### src/rtl/mem_arb_pkg.sv
// Shared definitions for the SRAM port arbiter: FSM encoding, master limit and default abort timeout.
package mem_arb_pkg;

  typedef enum logic {
    IDLE = 1'b0,
    BUSY = 1'b1
  } arb_state_e;

  localparam int unsigned MAX_MASTERS     = 8;
  localparam int unsigned DEFAULT_TIMEOUT = 255;

endpackage

### src/rtl/rr_arbiter.sv
// Combinational round-robin picker: first requester at or after rr_ptr, wrapping modulo N.
module rr_arbiter #(
  parameter  int unsigned N     = 2,
  localparam int unsigned IDX_W = (N > 1) ? $clog2(N) : 1
) (
  input  logic [N-1:0]     req,
  input  logic [IDX_W-1:0] rr_ptr,
  output logic [IDX_W-1:0] grant,
  output logic             grant_valid
);

  always_comb begin
    int unsigned idx;
    logic [N-1:0] rot;
    idx         = 0;
    rot         = '0;
    grant       = '0;
    grant_valid = 1'b0;
    for (int unsigned k = 0; k < N; k++) begin
      idx = (32'(rr_ptr) + k) % N;
      rot = req >> idx;
      if (!grant_valid && rot[0]) begin
        grant       = IDX_W'(idx);
        grant_valid = 1'b1;
      end
    end
  end

endmodule

### src/rtl/mem_arbiter.sv
// N-master to 1-slave round-robin arbiter for the unified SRAM port.
// Optional slave-hang abort enabled by defining MEM_ARBITER_TIMEOUT_EN.
module mem_arbiter
  import mem_arb_pkg::*;
#(
  parameter int unsigned NUM_MASTERS = 2,
  parameter int unsigned ADDR_W      = 32,
  parameter int unsigned DATA_W      = 32,
  parameter int unsigned TIMEOUT     = DEFAULT_TIMEOUT
) (
  input  logic                            clk,
  input  logic                            rst_n,
  input  logic [NUM_MASTERS-1:0]          m_sel,
  input  logic [NUM_MASTERS-1:0]          m_we,
  input  logic [NUM_MASTERS*DATA_W/8-1:0] m_byte_en,
  input  logic [NUM_MASTERS*ADDR_W-1:0]   m_addr,
  input  logic [NUM_MASTERS*DATA_W-1:0]   m_wdata,
  output logic [NUM_MASTERS-1:0]          m_ack,
  output logic [DATA_W-1:0]               m_rdata,
  output logic                            m_err,
  output logic                            s_sel,
  output logic                            s_we,
  output logic [DATA_W/8-1:0]             s_byte_en,
  output logic [ADDR_W-1:0]               s_addr,
  output logic [DATA_W-1:0]               s_wdata,
  input  logic [DATA_W-1:0]               s_rdata,
  input  logic                            s_ack
);

  localparam int unsigned BE_W  = DATA_W / 8;
  localparam int unsigned IDX_W = (NUM_MASTERS > 1) ? $clog2(NUM_MASTERS) : 1;

  if (NUM_MASTERS < 1 || NUM_MASTERS > MAX_MASTERS || (DATA_W % 8) != 0 || TIMEOUT < 1)
  begin : g_bad_cfg
    $error("mem_arbiter: unsupported parameter set");
  end

  arb_state_e       state_q;
  logic [IDX_W-1:0] grant_q;
  logic [IDX_W-1:0] rr_ptr_q;
  logic [IDX_W-1:0] arb_grant;
  logic             arb_valid;
  logic             busy;
  logic             timeout_hit;
  logic             done;

  logic             sel_we;
  logic [BE_W-1:0]  sel_be;
  logic [ADDR_W-1:0] sel_addr;
  logic [DATA_W-1:0] sel_wdata;

  rr_arbiter #(.N(NUM_MASTERS)) u_rr (
    .req         (m_sel),
    .rr_ptr      (rr_ptr_q),
    .grant       (arb_grant),
    .grant_valid (arb_valid)
  );

  // Extract the winning master's request fields from the flattened buses.
  assign sel_we    = 1'(m_we >> arb_grant);
  assign sel_be    = BE_W'(m_byte_en >> (32'(arb_grant) * BE_W));
  assign sel_addr  = ADDR_W'(m_addr >> (32'(arb_grant) * ADDR_W));
  assign sel_wdata = DATA_W'(m_wdata >> (32'(arb_grant) * DATA_W));

  assign busy = (state_q == BUSY);

`ifdef MEM_ARBITER_TIMEOUT_EN
  localparam int unsigned CNT_W = 16;
  logic [CNT_W-1:0] to_cnt_q;

  // Counter holds the number of BUSY cycles already spent; the TIMEOUT-th cycle aborts.
  always_ff @(posedge clk or negedge rst_n) begin
    if (!rst_n) begin
      to_cnt_q <= '0;
    end else if (!busy) begin
      to_cnt_q <= '0;
    end else if (!s_ack) begin
      to_cnt_q <= to_cnt_q + CNT_W'(1);
    end
  end

  assign timeout_hit = busy && !s_ack && (to_cnt_q == CNT_W'(TIMEOUT - 1));
`else
  assign timeout_hit = 1'b0;
`endif

  // A slave ack in the timeout cycle wins, so m_err only flags a genuine abort.
  assign done    = busy && (s_ack || timeout_hit);
  assign m_ack   = done ? (NUM_MASTERS'(1) << grant_q) : '0;
  assign m_rdata = (busy && s_ack) ? s_rdata : '0;
  assign m_err   = timeout_hit;

  always_ff @(posedge clk or negedge rst_n) begin
    if (!rst_n) begin
      state_q   <= IDLE;
      grant_q   <= '0;
      rr_ptr_q  <= '0;
      s_sel     <= 1'b0;
      s_we      <= 1'b0;
      s_byte_en <= '0;
      s_addr    <= '0;
      s_wdata   <= '0;
    end else begin
      case (state_q)
        IDLE: begin
          if (arb_valid) begin
            state_q   <= BUSY;
            grant_q   <= arb_grant;
            s_sel     <= 1'b1;
            s_we      <= sel_we;
            s_byte_en <= sel_be;
            s_addr    <= sel_addr;
            s_wdata   <= sel_wdata;
          end
        end
        BUSY: begin
          if (done) begin
            state_q  <= IDLE;
            s_sel    <= 1'b0;
            rr_ptr_q <= IDX_W'((32'(grant_q) + 1) % NUM_MASTERS);
          end
        end
        default: begin
          state_q <= IDLE;
          s_sel   <= 1'b0;
        end
      endcase
    end
  end

endmodule

### config.mk
export PLATFORM = sky130hd
export DESIGN_NAME = mem_arbiter
export DESIGN_NICKNAME = d
export VERILOG_FILES = /design/src/rtl/mem_arb_pkg.sv /design/src/rtl/rr_arbiter.sv /design/src/rtl/mem_arbiter.sv
export SDC_FILE = /design/constraint.sdc
export NUM_CORES = 1
export LEC_CHECK = 0
export ABC_AREA = 1
export BUFFER_PORTS_ARGS = -buffer_cell sky130_fd_sc_hd__buf_2
export CAP_MARGIN = 20
export CORE_MARGIN = 10
export CORE_UTILIZATION = 35
export CTS_CLUSTER_SIZE = 40
export DETAILED_ROUTE_END_ITERATION = 7
export GPL_TIMING_DRIVEN = 0
export PLACE_DENSITY = 0.79
export SLEW_MARGIN = 20
export SYNTH_ARGS = -nofsm -noshare
export SYNTH_HDL_FRONTEND = slang
export SYNTH_SLANG_ARGS = --single-unit
### constraint.sdc
create_clock -name clk -period 1.58 [get_ports clk]
set_clock_uncertainty 0.2 [all_clocks]
set_input_delay 0.316 -clock clk [delete_from_list [all_inputs] [get_ports clk]]
set_output_delay 0.316 -clock clk [all_outputs]
set_load 0.1 [all_outputs]
==> summary.txt <==
Finish
  – Final-layout fill cell count: 1026
  – Share of cells above drive strength 1: 38.84%
  – Most frequent cells in the layout: nand2_1 (210), buf_2 (175), inv_1 (172)
  – Final #Nets: 1156
  – Area growth syn-to-layout: 76.95%
  – Commonest non-fill, non-tap cell in the layout: nand2_1
  – Diode count: 0
  – Layout Utilization: 63.40%

Drt
  – Via-per-instance ratio: 4.593
  – Post-DR wirelength/cell: 16.12 µm
  – Antenna-violating nets left: 0
  – Via Count: 5300
  – DR iter-0 viols: 290
  – Remaining DRCs: 0
  – DRT Wirelength: 18610 µm
  – Drt pass-1 iters: 6

Timing
  – Worst hold slack: 0.08214 ns
  – Final hold violation count: 0
  – Final slew viol count: 0
  – Tmin final: 1.915 ns
  – Endpoints failing setup: 34
  – Final period util: 121.2%
  – Final worst setup slack: -0.3351 ns
  – Max Fclk: 0.5222 GHz
  – RSZ-0062 raised after global routing: yes
  – Setup TNS Final: -9.820 ns

Power
  – Total power: 19.44 mW
  – Peak VDD IR: 0.001443 V
  – Pwr/cell area: 2541 nW/µm²
  – Static leakage: 4.596 nW

CTS
  – CTS sink cnt: 73
  – Clk slew on worst S/H paths: 0.06 ns
  – Clock Tree Root: clkbuf_16
  – H-tree depth: 3
  – CTS tree: built
  – Clk_lat worst skew: 0.32 ns
  – Max Buffers Root-to-Sink: 2
  – CTS Buf Count: 9

Setup path
  – CP cell instances: nand2_8 > buf_12 > nor2_4 > buf_12
  – CP startpoint kind: register
  – Worst Path Arrival: 1.40 ns
  – Required @ worst endpoint: 1.06 ns
  – Crit end category: output pin
  – Slowest cell on crit path: dfrtp_2
  – Worst r2r path cells: 6
  – Most common cell on crit path: buf_12
  – WS Path Type: register to output pin
  – Max incr delay on CP: 0.44 ns
  – Crit Path Max Fanout: 6

Placed design
  – Routability cong.: 0.8401
  – Port bufs: 277
  – Post-DP HPWL: 13010 µm
  – Dpl ws: -0.2687 ns

Die
  – Die ar.: 17190 µm²
  – Core area: 12060 µm²
  – Total I/O pin count: 280
  – Die Ht: 131.1 µm
  – FP Rows: 40
  – Initial core utilization: 35.83%
  – Die X: 131.1 µm

Worst hold path
  – Hold Crit Class: input pin to register
  – Hold depth: 5

Yosys
  – Syn. warnings: 0
  – Synthesized Nets: 852
  – Synth unique cells: 16
  – Syn Inst Count: 677
  – Seq cells post-synth: 73
  – Netlist Area Pre-Place: 4322 µm²
  – Syn avg cell area: 6.384 µm²
  – Sequential area share after synthesis: 42.27%

Global routing
  – Vias in the first global route: 5488
  – Overall routing resource usage: 20.53%
  – Initial antenna violation count: 0
  – First-pass GRT wire length: 29030 µm
  – Overflow after GRT: 0
  – Pin count of the biggest net entering global routing: 39

Status
  – Outcome: finished, violations left
  – Violated checks: setup timing

Run
  – Maxcap violations: 0
[layout make-up]
type                       instances  area [µm²]  share of cell area [%]
clock inverter                     5       63.81                  0.8344
clock buffer                      11       242.7                   3.174
inverter                         173       651.9                   8.524
sequential                        73        1828                   23.90
timing repair buffer             295        2322                   30.37
buffer                            37       356.6                   4.663
tap                              168       210.2                   2.749
multi-input combinational        392        1972                   25.79
[timing repair]
item                       in CTS  in global routing
hold endpoints to repair       35                  0
cloned                          4                  2
setup endpoints to repair     174                105
pin swaps                       8                  4
resized for setup             227                 45
setup buffers                   8                  3
hold buffers                    1                  0
[critical path, delay by kind of cell, from the launching register on]
family | cells | cell delay (ns)
buf+inv | 2 | 0.36
flops | 1 | 0.44
simple gates | 2 | 0.27
[Yosys cell counts]
cell type | count | area share (%)
a21oi_1 | 1 | 0.12
buf_2 | 26 | 3.0
buf_4 | 1 | 0.17
clkbuf_1 | 13 | 1.1
conb_1 | 1 | 0.087
dfrtp_1 | 73 | 42
inv_1 | 172 | 15
inv_2 | 1 | 0.087
nand2_1 | 212 | 18
nand2_2 | 1 | 0.14
nand3_1 | 138 | 16
nor2_1 | 34 | 3.0
nor2_2 | 1 | 0.14
nor2_4 | 1 | 0.26
o21a_1 | 1 | 0.17
o21ai_0 | 1 | 0.12
[per-stage QoR]
step                      cells  area [µm²]
final                      1154        7647
after global routing       1154        7647
after CTS                  1152        7480
after detailed placement   1123        6277
after global placement     1122        6255
after floorplan             677        4658
[layer usage]
layer  GRT usage (%)  share of wire (%)  up-vias
met5               0                  0        -
met4           5.313                1.6        0
met3           6.707                9.5       25
met2           37.05                 52      261
met1           22.51                 37     2430
li1                -                  -     2584
[power breakdown]
group | total, mW | leakage [nW] | switching, mW | internal (mW)
Clock | 2.06 | 0.146 | 0.779 | 1.28
Sequential | 3.40 | 0.883 | 0.583 | 2.82
Combinational | 14.0 | 3.57 | 10.6 | 3.40
Total | 19.4 | 4.60 | 11.9 | 7.50
[flip-flops by register name (all words and copies together), names as in the netlist]
register	cells
rr_ptr_q	1
grant_q	1
s_we	1
s_sel	1
s_wdata	32
s_byte_en	4
busy	1
s_addr	32
[final timing paths]
check | startpoint | endpoint | slack [ns]
setup reg to reg | busy | s_addr[3] | 0.02
setup / recovery | busy | m_rdata[22] | -0.34
hold reg to reg | s_wdata[31] | s_wdata[31] | 0.28
max in group asynchronous | rst_n | s_wdata[8] | 0.33
hold / removal | m_addr[17] | s_addr[17] | 0.08
min in group asynchronous | rst_n | s_addr[11] | 0.28
[cells by family after synthesis]
kind of cell	share of synthesized area [%]
AO/OA/AOI/OAI	0.4052
other	0.08677
AND/OR/NAND/NOR	37.90
buffers and inverters	19.34
flip-flops	42.27
Note: power is estimated with default switching activity, not from simulation.
